## src/rtl/serv_lsu_pkg.sv

```systemverilog
// serv_lsu_pkg: shared definitions for the SERV load/store sequencer.
//   state_t        FSM state encoding (IDLE, INIT, CHECK, BUS, DONE)
//   SIZE_B/H/W     access size codes as carried on i_size (2'b11 behaves as word)
//   is_misaligned  true when the low address bits do not fit the access size
package serv_lsu_pkg;

  typedef enum logic [2:0] {
    ST_IDLE  = 3'd0,
    ST_INIT  = 3'd1,
    ST_CHECK = 3'd2,
    ST_BUS   = 3'd3,
    ST_DONE  = 3'd4
  } state_t;

  localparam logic [1:0] SIZE_B = 2'b00;
  localparam logic [1:0] SIZE_H = 2'b01;
  localparam logic [1:0] SIZE_W = 2'b10;

  // Halves need bit 0 clear, words need both bits clear; size 2'b11 counts as word.
  function automatic logic is_misaligned(input logic [1:0] size, input logic [1:0] lsb);
    logic mis;
    case (size)
      SIZE_B:  mis = 1'b0;
      SIZE_H:  mis = lsb[0];
      default: mis = |lsb;
    endcase
    return mis;
  endfunction

endpackage

```

## src/rtl/serv_lsu_ctrl_if.sv

```systemverilog
// serv_lsu_ctrl_if: request, buffer-sequencing and data-bus signals of the
// load/store controller.
//   modport slave  : the controller (takes i_*, drives o_*)
//   modport master : the core/bench side (drives i_*, observes o_*)
// Signals:
//   i_req, i_we, i_size[1:0], i_lsb[1:0], i_dbus_ack          requests and bus ack
//   o_buf_en, o_buf_init, o_buf_cnt0, o_buf_cnt1,
//   o_rs1_en, o_imm_en                                        buffer sequencing
//   o_dbus_cyc, o_dbus_we, o_dbus_sel[3:0]                    data bus request
//   o_busy, o_done, o_misalign                                status
interface serv_lsu_ctrl_if;
  logic       i_req;
  logic       i_we;
  logic [1:0] i_size;
  logic [1:0] i_lsb;
  logic       i_dbus_ack;
  logic       o_buf_en;
  logic       o_buf_init;
  logic       o_buf_cnt0;
  logic       o_buf_cnt1;
  logic       o_rs1_en;
  logic       o_imm_en;
  logic       o_dbus_cyc;
  logic       o_dbus_we;
  logic [3:0] o_dbus_sel;
  logic       o_busy;
  logic       o_done;
  logic       o_misalign;

  modport slave (
    input  i_req, i_we, i_size, i_lsb, i_dbus_ack,
    output o_buf_en, o_buf_init, o_buf_cnt0, o_buf_cnt1, o_rs1_en, o_imm_en,
    output o_dbus_cyc, o_dbus_we, o_dbus_sel,
    output o_busy, o_done, o_misalign
  );

  modport master (
    output i_req, i_we, i_size, i_lsb, i_dbus_ack,
    input  o_buf_en, o_buf_init, o_buf_cnt0, o_buf_cnt1, o_rs1_en, o_imm_en,
    input  o_dbus_cyc, o_dbus_we, o_dbus_sel,
    input  o_busy, o_done, o_misalign
  );
endinterface

```

## src/rtl/serv_lsu_sel.sv

```systemverilog
// serv_lsu_sel: combinational byte-lane decoder.
//   size[1:0] in  access size (byte/half/word, 2'b11 as word)
//   lsb[1:0]  in  address bits [1:0]
//   sel[3:0]  out byte-lane enables for the data bus
// A misaligned half (lsb=01/11) still lands on the half chosen by lsb[1].
module serv_lsu_sel
  import serv_lsu_pkg::*;
(
  input  logic [1:0] size,
  input  logic [1:0] lsb,
  output logic [3:0] sel
);

  always_comb begin
    sel = 4'b1111;
    case (size)
      SIZE_B:  sel = 4'b0001 << lsb;
      SIZE_H:  sel = lsb[1] ? 4'b1100 : 4'b0011;
      SIZE_W:  sel = 4'b1111;
      default: sel = 4'b1111;
    endcase
  end

endmodule

```

## src/rtl/serv_lsu_ctrl.sv

```systemverilog
// serv_lsu_ctrl: load/store sequencer for a bit-serial (W=1) or nibble (W=4) core.
// An accepted request first shifts the address through the buffer register
// (INIT, 32/W cycles), checks alignment for one cycle (CHECK), then either
// drives the data bus until acknowledged (BUS) or reports a misalignment trap,
// and finishes with a one-cycle o_done pulse (DONE).
// Parameters:
//   W          bits processed per cycle (1 or 4)
//   ALIGN_TRAP 1 = misaligned accesses trap instead of issuing on the bus
// Ports:
//   i_clk  in  clock, all state changes on the rising edge
//   i_rst  in  synchronous active-high reset
//   lsu    slave modport of serv_lsu_ctrl_if (request in, sequencing/bus/status out)
module serv_lsu_ctrl
  import serv_lsu_pkg::*;
#(
  parameter int W          = 1,
  parameter bit ALIGN_TRAP = 1'b1
) (
  input  logic           i_clk,
  input  logic           i_rst,
  serv_lsu_ctrl_if.slave lsu
);

  localparam logic [4:0] STEP = 5'(W);
  localparam logic [4:0] LAST = 5'(32 - W);

  state_t     state;
  state_t     state_nxt;
  logic [4:0] cnt;
  logic       we_q;
  logic [1:0] size_q;
  logic       mis_q;
  logic [3:0] sel_q;
  logic [3:0] sel_dec;
  logic       mis_now;

  serv_lsu_sel u_sel (
    .size (size_q),
    .lsb  (lsu.i_lsb),
    .sel  (sel_dec)
  );

  assign mis_now = ALIGN_TRAP ? is_misaligned(size_q, lsu.i_lsb) : 1'b0;

  // State register
  always_ff @(posedge i_clk) begin
    if (i_rst) state <= ST_IDLE;
    else       state <= state_nxt;
  end

  // Next-state logic
  always_comb begin
    state_nxt = state;
    case (state)
      ST_IDLE:  if (lsu.i_req) state_nxt = ST_INIT;
      ST_INIT:  if (cnt == LAST) state_nxt = ST_CHECK;
      ST_CHECK: state_nxt = mis_now ? ST_DONE : ST_BUS;
      ST_BUS:   if (lsu.i_dbus_ack) state_nxt = ST_DONE;
      ST_DONE:  state_nxt = ST_IDLE;
      default:  state_nxt = ST_IDLE;
    endcase
  end

  // Request context, bit counter and registered byte lanes
  always_ff @(posedge i_clk) begin
    if (i_rst) begin
      cnt    <= 5'd0;
      we_q   <= 1'b0;
      size_q <= SIZE_B;
      mis_q  <= 1'b0;
      sel_q  <= 4'b0000;
    end else begin
      if (state == ST_IDLE && lsu.i_req) begin
        we_q   <= lsu.i_we;
        size_q <= lsu.i_size;
      end
      // Last INIT step (32-W) wraps the 5-bit counter back to 0 for the next access.
      if (state == ST_INIT) cnt <= cnt + STEP;
      if (state == ST_CHECK) begin
        mis_q <= mis_now;
        sel_q <= sel_dec;
      end
      if (state == ST_DONE) sel_q <= 4'b0000;
    end
  end

  // Outputs decoded from the current state
  always_comb begin
    lsu.o_buf_en   = 1'b0;
    lsu.o_buf_init = 1'b0;
    lsu.o_buf_cnt0 = 1'b0;
    lsu.o_buf_cnt1 = 1'b0;
    lsu.o_rs1_en   = 1'b0;
    lsu.o_imm_en   = 1'b0;
    lsu.o_dbus_cyc = 1'b0;
    lsu.o_dbus_we  = 1'b0;
    lsu.o_dbus_sel = 4'b0000;
    lsu.o_busy     = 1'b0;
    lsu.o_done     = 1'b0;
    lsu.o_misalign = 1'b0;
    case (state)
      ST_INIT: begin
        lsu.o_buf_en   = 1'b1;
        lsu.o_buf_init = 1'b1;
        lsu.o_rs1_en   = 1'b1;
        lsu.o_imm_en   = 1'b1;
        lsu.o_busy     = 1'b1;
        // With W=4 the counter only visits multiples of 4, so cnt1 never fires.
        lsu.o_buf_cnt0 = (cnt == 5'd0);
        lsu.o_buf_cnt1 = (cnt == 5'd1);
      end
      ST_CHECK: lsu.o_busy = 1'b1;
      ST_BUS: begin
        lsu.o_dbus_cyc = 1'b1;
        lsu.o_dbus_we  = we_q;
        lsu.o_dbus_sel = sel_q;
        lsu.o_busy     = 1'b1;
      end
      ST_DONE: begin
        lsu.o_done     = 1'b1;
        lsu.o_misalign = mis_q;
      end
      default: ;
    endcase
  end

endmodule

```

## src/flat_wrapper.sv

```systemverilog
// flat-port wrapper written by rule: the top's interface ports become plain ports
module serv_lsu_ctrl_flat import serv_lsu_pkg::*;
#(
  parameter int W          = 1,
  parameter bit ALIGN_TRAP = 1'b1
)
  (i_clk, i_rst, lsu_i_req, lsu_i_we, lsu_i_size, lsu_i_lsb, lsu_i_dbus_ack, lsu_o_buf_en, lsu_o_buf_init, lsu_o_buf_cnt0, lsu_o_buf_cnt1, lsu_o_rs1_en, lsu_o_imm_en, lsu_o_dbus_cyc, lsu_o_dbus_we, lsu_o_dbus_sel, lsu_o_busy, lsu_o_done, lsu_o_misalign);
  serv_lsu_ctrl_if lsu_i ();
  input  logic i_clk;
  input  logic i_rst;
  input wire logic [$bits(lsu_i.i_req)-1:0] lsu_i_req;
  input wire logic [$bits(lsu_i.i_we)-1:0] lsu_i_we;
  input wire logic [$bits(lsu_i.i_size)-1:0] lsu_i_size;
  input wire logic [$bits(lsu_i.i_lsb)-1:0] lsu_i_lsb;
  input wire logic [$bits(lsu_i.i_dbus_ack)-1:0] lsu_i_dbus_ack;
  output wire logic [$bits(lsu_i.o_buf_en)-1:0] lsu_o_buf_en;
  output wire logic [$bits(lsu_i.o_buf_init)-1:0] lsu_o_buf_init;
  output wire logic [$bits(lsu_i.o_buf_cnt0)-1:0] lsu_o_buf_cnt0;
  output wire logic [$bits(lsu_i.o_buf_cnt1)-1:0] lsu_o_buf_cnt1;
  output wire logic [$bits(lsu_i.o_rs1_en)-1:0] lsu_o_rs1_en;
  output wire logic [$bits(lsu_i.o_imm_en)-1:0] lsu_o_imm_en;
  output wire logic [$bits(lsu_i.o_dbus_cyc)-1:0] lsu_o_dbus_cyc;
  output wire logic [$bits(lsu_i.o_dbus_we)-1:0] lsu_o_dbus_we;
  output wire logic [$bits(lsu_i.o_dbus_sel)-1:0] lsu_o_dbus_sel;
  output wire logic [$bits(lsu_i.o_busy)-1:0] lsu_o_busy;
  output wire logic [$bits(lsu_i.o_done)-1:0] lsu_o_done;
  output wire logic [$bits(lsu_i.o_misalign)-1:0] lsu_o_misalign;
  assign lsu_i.i_req = lsu_i_req;
  assign lsu_i.i_we = lsu_i_we;
  assign lsu_i.i_size = lsu_i_size;
  assign lsu_i.i_lsb = lsu_i_lsb;
  assign lsu_i.i_dbus_ack = lsu_i_dbus_ack;
  assign lsu_o_buf_en = lsu_i.o_buf_en;
  assign lsu_o_buf_init = lsu_i.o_buf_init;
  assign lsu_o_buf_cnt0 = lsu_i.o_buf_cnt0;
  assign lsu_o_buf_cnt1 = lsu_i.o_buf_cnt1;
  assign lsu_o_rs1_en = lsu_i.o_rs1_en;
  assign lsu_o_imm_en = lsu_i.o_imm_en;
  assign lsu_o_dbus_cyc = lsu_i.o_dbus_cyc;
  assign lsu_o_dbus_we = lsu_i.o_dbus_we;
  assign lsu_o_dbus_sel = lsu_i.o_dbus_sel;
  assign lsu_o_busy = lsu_i.o_busy;
  assign lsu_o_done = lsu_i.o_done;
  assign lsu_o_misalign = lsu_i.o_misalign;
  serv_lsu_ctrl #(.W(W), .ALIGN_TRAP(ALIGN_TRAP)) u_core (.i_clk(i_clk), .i_rst(i_rst), .lsu(lsu_i));
endmodule
```

## config.mk

```make
export PLATFORM = sky130hd
export DESIGN_NAME = serv_lsu_ctrl_flat
export DESIGN_NICKNAME = d
export VERILOG_FILES = /design/src/rtl/serv_lsu_pkg.sv /design/src/rtl/serv_lsu_ctrl_if.sv /design/src/rtl/serv_lsu_sel.sv /design/src/rtl/serv_lsu_ctrl.sv /design/src/flat_wrapper.sv
export SDC_FILE = /design/constraint.sdc
export NUM_CORES = 1
export LEC_CHECK = 0
export BUFFER_PORTS_ARGS = -buffer_cell sky130_fd_sc_hd__buf_2
export CAP_MARGIN = 20
export CORE_ASPECT_RATIO = 1.1
export CORE_MARGIN = 2
export CORE_UTILIZATION = 51
export DETAILED_ROUTE_END_ITERATION = 16
export PLACE_DENSITY = 0.74
export REMOVE_ABC_BUFFERS = 1
export SYNTH_ARGS = -nofsm -noshare
export SYNTH_HDL_FRONTEND = slang
export SYNTH_HIERARCHICAL = 1
export SYNTH_SLANG_ARGS = --single-unit
```

## constraint.sdc

```tcl
create_clock -name i_clk -period 1.75 [get_ports i_clk]
set_clock_uncertainty 0.15 [all_clocks]
set_input_delay 0.0875 -clock i_clk [delete_from_list [all_inputs] [get_ports i_clk]]
set_output_delay 0.0875 -clock i_clk [all_outputs]
set_load 0.03 [all_outputs]
```

Yosys cells after proc, flatten, opt, wreduce, memory -nomap -nowiden. Cells that the tools add are included.

Register bits after elaboration: 16. Word-level logic and storage cells: 43.

Reductions and logical operators: 8. Shift operators: 1. Eq/ne operators: 10. Multiplexer cells: 17. $add $sub $neg: 1.

Operators by type and width (number): 2-to-1 mux 3 bit (4); case mux 3 bit (4 select lines) (1); 2-to-1 mux 1 bit (8); 2-to-1 mux 4 bit (2); case mux 4 bit (2 select lines) (1); == test 3 x 2 -> 1 bit, second input constant (2); adder 5 x 1 -> 5 bit, second input constant (1); == test 5 x 1 -> 1 bit, second input constant (1); == test 5 bit, second input constant (1); zero test 5 bit (1); inequality test 2 bit, second input constant (2); OR reduction 2 bit (2); << shifter 1 x 2 -> 4 bit, first input constant (1); == test 3 x 1 -> 1 bit, second input constant (1); == test 3 bit, second input constant (1); zero test 3 bit (1); AND reduction 3 bit (1); OR reduction 3 bit (1); == test 2 x 1 -> 1 bit, second input constant (1); zero test 2 bit (1); inequality test 2 x 1 -> 1 bit, second input constant (1); case mux 1 bit (2 select lines) (1); logical AND 1 bit (1).

Logic depth before layout (Yosys ltp). Gate-level depths: netlist of run 1.

Depth in word-level cells: 4. Mapped depth: 6.

Cells and area by module. The synthesis of run 1 kept the hierarchy.

By module, submodules not included: serv_lsu_ctrl (instances 1, area an instance 915.9 um^2, cells each 112, seq. area each 320.3 um^2); serv_lsu_sel (instances 1, area an instance 43.8 um^2, cells each 7, seq. area each 0.0 um^2).

Worst setup path before layout of run 1. No wires, ideal clock.

Path type: reg2out. Start: reg u_core.state[0]. End: out lsu_o_dbus_sel[0]. Slack: -0.290 ns. Cell stages (with the launch flop): 4. Data required time: 1.512 ns. Arrival time: 1.803 ns. Cells stage by stage: dfxtp_1 inv_1 nor3b_1 and2_1.

Longest elaborated chain between the ends: 2.

RTL lines: from (decl) (RTL line serv_lsu_ctrl.sv:27) `state_t state;`; from (signal assigned) (RTL line serv_lsu_ctrl.sv:48) `else state <= state_nxt;`; == test 3 x 2 -> 1 bit (RTL line serv_lsu_ctrl.sv:101) `case (state)`; 2-to-1 mux 4 bit (RTL line serv_lsu_ctrl.sv:101); to (decl) (RTL line flat_wrapper.sv:24) `output wire logic [$bits(lsu_i.o_dbus_sel)-1:0] lsu_o_dbus_sel;`.

No other way between the ends.

Final worst setup path of run 1.
Start: reg u_core.state[0]. End: out lsu_o_buf_cnt1.

Longest elaborated chain between the ends: 2.

RTL lines: == test 3 x 1 -> 1 bit (RTL line serv_lsu_ctrl.sv:101); 2-to-1 mux 1 bit (RTL line serv_lsu_ctrl.sv:101); to (decl) (RTL line flat_wrapper.sv:19) `output wire logic [$bits(lsu_i.o_buf_cnt1)-1:0] lsu_o_buf_cnt1;`.

No other way between the ends.

==> flow_summary.ini, run 1 <==
[run_status]
status = finished with violations
violations = setup timing

[placement]
gp_congestion = 0.792
hpwl_microns = 1510
placed_cell_area_sq_um = 1100
portBuffers = 23

[final_layout]
layout_commonest_cell = buf_4
nNetsFinal = 168
final_core_util = 0.745
antenna_cells = 0
drive_above_1_share = 0.331
design_area_sq_um = 1330
mostFrequentLayoutCells = buf_4, buf_2, dfxtp_1, nand2_1, nor2_1
syn2layout_area_growth_pct = 38.3

[synth]
syn_inst = 119
netlist_area_sq_um = 960
yosysSeqAreaShare = 0.334
ys.flop_type = dfxtp_1
yosys_warnings = 6
ys_seq_elements = 16
syn-mean-instance-area_sq_um = 8.06
synth_edf_count = 0
async_flop_share = 0
synth_cell_types = 32

[floorplan]
die_x_microns = 45.4
die_y_microns = 49.5
fp-row-count = 16
core_sq_um = 1780
pin_count = 24
start_util = 0.539
die_area_sq_um = 2250

[power]
swShare = 0.306
p_sw_uw = 285
comb_power_share = 0.302
seq_power_share = 0.429
irDropWorstVdd_mv = 0.463
powerDensity_nw_per_um2 = 701
clkPwrFrac = 0.269
p_leak_nw = 0.581
intPower_uw = 645

[routing]
dr.first_iter.drc_count = 26
ant_nets = 0
drc = 0
via_per_inst = 5.60
drt_wl_total_microns = 2400
drt_pre_antenna_iters = 4
vias = 964
wl_per_cell_microns = 14.0

[clocking]
cts_sinks = 16
clk_path_buf_depth = 2
cts_buffers = 3
cts_tree = built
worst_skew_pair.late_latency_ns = 0.29
cts-root-buf = clkbuf_4
htreeDepth = 1
clkTransAtPathRegs_ns = 0.10

[critical_path]
timing.rr.start = u_core/cnt[0]
cp.required_ns = 1.51
worstSetupStartpointType = flop
crit_arrival_ns = 1.53
end_kind = output pin
crit_fanout = 5
critPathKind = flop to output pin
crit_start = u_core/state[0]

[sta]
drv_slew = 0
finalHoldViolations = 0
setup_viol = 5
rsz0062_at_grt = true
period_minus_slack_ns = 1.77
post-route-period-util = 1.01
max_clock_freq_mhz = 566
max_slew.worst_pin.slew_ns = 0.346
worst_slack_ns = -0.0167
slew_headroom = 0.769

[worst_hold_path]
hold_class = input pin to flop
worstHoldStart = lsu_i_req

[grt]
grt_pass1_wl_microns = 3640
gr-usage-met1 = 0.266
met2_usage = 0.376
groute.usage.overall = 0.216
antenna_found_initial = 0
grt_start_max_net_pins = 20
grt_pass1_vias = 863
grt-busiest-layer = met2
use_met3 = 0.0330
gr-total-overflow = 0

[job]
cap_violations = 0
-- layout make-up --
type | count | area [sq um]
clock buffers | 4 | 36.3
flip-flops and latches | 16 | 328
repair buffers | 40 | 315
multi-input cells | 89 | 603
well taps | 18 | 22.5
fillers | 130 | 454
inverters | 5 | 22.5
-- power by group through the flow --
stage               registers, mW  clock network (mW)  logic (mW)
finish                      0.399               0.250       0.281
global route                0.401               0.270       0.303
CTS                         0.397               0.258       0.257
detailed placement          0.405                   0       0.210
global placement            0.403                   0       0.205
floorplan                   0.412                   0       0.131
-- worst paths after layout --
check | slack [ns] | cells past startpoint | end
min | 0.02 | 3 | u_core/state[0]
max reg2reg | 0.04 | 6 | u_core/state[1]
max | -0.02 | 4 | lsu_o_buf_cnt1
min reg2reg | 0.32 | 2 | u_core/sel_q[0]
-- per-stage QoR --
stage | hold slack (ns) | power, mW | setup slack (ns) | TNS, ns | cells
5_1_grt | 0.0392 | 0.973 | -0.0712 | -0.337 | 172
4_1_cts | 0.00459 | 0.912 | -0.141 | -0.285 | 168
3_5_place_dp | 0.180 | 0.615 | 0.0561 | 0 | 157
3_3_place_gp | 0.175 | 0.609 | 0.108 | 0 | 157
6_report | 0.0207 | 0.930 | -0.0167 | -0.0461 | 172
2_1_floorplan | 0.00657 | 0.543 | -0.463 | -4.86 | 110
-- critical path, cell delays in order, from the launching register on --
cell	delay (ns)
dfxtp_2	0.35
or3b_4	0.42
nor4_4	0.15
and2_1	0.19
buf_6	0.14
-- synth_stat cells (4+ instances only) --
master    count  area share
a21o_1        5       0.039
a21oi_1       9       0.047
and2_1        8       0.052
clkbuf_1      5       0.020
dfxtp_1      16        0.33
ha_1          4       0.052
inv_1         5       0.020
nand2_1      11       0.043
nand2b_1      4       0.026
nand3b_1      6       0.047
nor2_1        9       0.035
o21ai_0       4       0.021
o21bai_1      4       0.031
-- metal layers --
layer	routed length (microns)	vias up
met3	105	4
met4	28	0
met1	982	451
met5	0	-
li1	-	480
met2	1290	29
-- cells by family after synthesis --
| kind of cell | Yosys count | synth area share |
|---|---|---|
| buf+inv | 14 | 0.0678 |
| compound gates | 26 | 0.169 |
| flops | 16 | 0.334 |
| mux | 4 | 0.0430 |
| simple gates | 54 | 0.325 |
| xor+xnor | 1 | 0.00913 |
| fa+ha+maj | 4 | 0.0522 |
-- sequential cells by signal, summed over array words and instances, names as in the netlist --
signal         count
u_core/we_q        1
u_core/size_q      2
u_core/sel_q       4
u_core/state       3
u_core/cnt         5
u_core/mis_q       1
-- repair_timing --
| item | 4_1_cts | 5_1_grt |
|---|---|---|
| resized for setup | 23 | 9 |
| pin swaps | 3 | 6 |
| buffers inserted | 1 | 4 |
| endpoints found under the hold margin | 5 | 0 |
| hold buffers | 6 | 0 |
| setup endpoints to repair | 11 | 14 |
| gates cloned | 0 | 0 |
Note: power is estimated with default switching activity, not from simulation.
==> run 2, diff against run 1 <==
--- a/config.mk
+++ b/config.mk
@@ -11,9 +11,10 @@
 export CORE_MARGIN = 2
 export CORE_UTILIZATION = 51
 export DETAILED_ROUTE_END_ITERATION = 16
-export PLACE_DENSITY = 0.74
+export PLACE_DENSITY = 0.83
 export REMOVE_ABC_BUFFERS = 1
 export SYNTH_ARGS = -nofsm -noshare
 export SYNTH_HDL_FRONTEND = slang
 export SYNTH_HIERARCHICAL = 1
 export SYNTH_SLANG_ARGS = --single-unit
+export TNS_END_PERCENT = 30
==> flow_summary.ini, run 2 (synthesized netlist as in run 1, its figures left out) <==
[grt]
grt_pass1_vias = 817
gr-total-overflow = 0
grt_start_max_net_pins = 20
grt_pass1_wl_microns = 3510
antenna_found_initial = 0
groute.usage.overall = 0.208

[final_layout]
antenna_cells = 0
syn2layout_area_growth_pct = 34.7
largest_register_ffs = 5
final_core_util = 0.725
mostFrequentLayoutCells = dfxtp_1, buf_2, buf_4, nand2_1, nor2_1
top_register = u_core/cnt
fillCellCount = 151
drive_above_1_share = 0.305
top_regs = u_core/cnt x5, u_core/sel_q x4, u_core/state x3
nNetsFinal = 165
layout_commonest_cell = dfxtp_1
design_area_sq_um = 1290

[placement]
hpwl_microns = 1430
gp_congestion = 0.815
portBuffers = 23
placed_cell_area_sq_um = 1100

[routing]
wl_per_cell_microns = 13.5
drc = 0
vias = 925
drt_pre_antenna_iters = 4
drt_wl_total_microns = 2290
ant_nets = 0
via_per_inst = 5.47
dr.first_iter.drc_count = 19

[floorplan]
die_area_sq_um = 2250
pin_count = 24
die_x_microns = 45.4
die_y_microns = 49.5
core_sq_um = 1780
start_util = 0.539
fp-row-count = 16

[clocking]
worst_skew_pair.late_latency_ns = 0.28
clkTransAtPathRegs_ns = 0.09
cts-root-buf = clkbuf_4
cts_buffers = 3
cts_tree = built
htreeDepth = 1
cts_sinks = 16
clk_path_buf_depth = 2

[critical_path]
worstPathCellList = or3b_4 -> nor4_4 -> and2_1 -> buf_6
r2r_slack_ns = 0.03
reg2reg_depth = 6
endpoint = lsu_o_buf_cnt1
timing.rr.start = u_core/cnt[0]
worstSetupStartpointType = flop
path_depth = 4
critPathBufInv = 1
path_delay_family = simple AND/OR/NAND/NOR gates
critPathMaxStageDelay_ns = 0.42
crit_slowest_cell = or3b_4
end_kind = output pin
crit_arrival_ns = 1.54
critPathKind = flop to output pin
cp.required_ns = 1.51
reg2reg_to = u_core/state[1]
crit_start = u_core/state[2]
crit_fanout = 4

[power]
comb_power_share = 0.293
seq_power_share = 0.440
clkPwrFrac = 0.266
swShare = 0.299
powerDensity_nw_per_um2 = 701
p_leak_nw = 0.563
p_sw_uw = 271
finalPower_uw = 907
irDropWorstVdd_mv = 0.584
intPower_uw = 635

[sta]
max_slew.worst_pin.slew_ns = 0.343
slew_headroom = 0.768
max_clock_freq_mhz = 563
rsz0062_at_grt = true
period_minus_slack_ns = 1.78
finalHoldViolations = 0
setup_viol = 3
worst_slack_ns = -0.0257
post-route-period-util = 1.01
drv_slew = 0

[run_status]
violations = setup timing
status = finished with violations

[worst_hold_path]
worstHoldStart = lsu_i_req
hold_class = input pin to flop

[job]
cap_violations = 0
-- run 2: per-stage QoR --
step,hold WS [ns],setup slack (ns),setup TNS (ns),instances
6_report,0.0222,-0.0257,-0.0704,169
5_1_grt,0.0243,-0.101,-0.734,169
4_1_cts,0.00270,-0.0262,-0.0774,167
3_5_place_dp,0.181,0.0560,0,157
3_3_place_gp,0.174,0.113,0,157
2_1_floorplan,0.00657,-0.463,-4.86,110
-- run 2: area by class of cell --
class | instances | area [sq um] | share of cell area
Clock buffer | 4 | 36.3 | 0.0281
Inverter | 5 | 22.5 | 0.0174
Tap cell | 18 | 22.5 | 0.0174
Timing Repair Buffer | 37 | 289 | 0.224
Sequential cell | 16 | 324 | 0.251
Multi-Input combinational cell | 89 | 598 | 0.463
-- run 2: worst min-delay path by stage --
stage          slack [ns]  cells past startpoint               end
2_1_floorplan       0.007                      1     u_core/cnt[0]
3_3_place_gp         0.17                      3  u_core/size_q[1]
3_5_place_dp         0.18                      3  u_core/size_q[0]
4_1_cts             0.003                      3   u_core/state[0]
5_1_grt              0.02                      3   u_core/state[0]
6_report             0.02                      3   u_core/state[0]
-- run 2: layer usage --
layer | GRT usage | part of all wire | up-vias
li1 | - | - | 472
met1 | 0.289 | 0.44 | 428
met2 | 0.326 | 0.52 | 25
met3 | 0.0330 | 0.042 | 0
met4 | 0.0588 | 0 | 0
met5 | 0 | 0 | -
-- run 2: worst reg2reg max path, cell delays in order, from the launching register on --
cell and delay, ns:
dfxtp_2 0.35, ha_1 0.21, and3_1 0.19, ha_1 0.18, mux2_2 0.26, o211ai_1 0.16, o21ai_0 0.11
-- run 2: timing repair --
action	in CTS	in global routing
endpoints found under the hold margin	6	0
resized for setup	19	8
setup endpoints to repair	11	13
hold buffers	6	0
buffers inserted	0	2
-- run 2: power by group through the flow --
stage                     logic, mW  registers, mW  clock network (mW)
after global routing          0.286          0.403               0.270
after CTS                     0.243          0.397               0.250
final                         0.266          0.399               0.241
after detailed placement      0.208          0.405                   0
after global placement        0.204          0.403                   0
after floorplan               0.131          0.412                   0
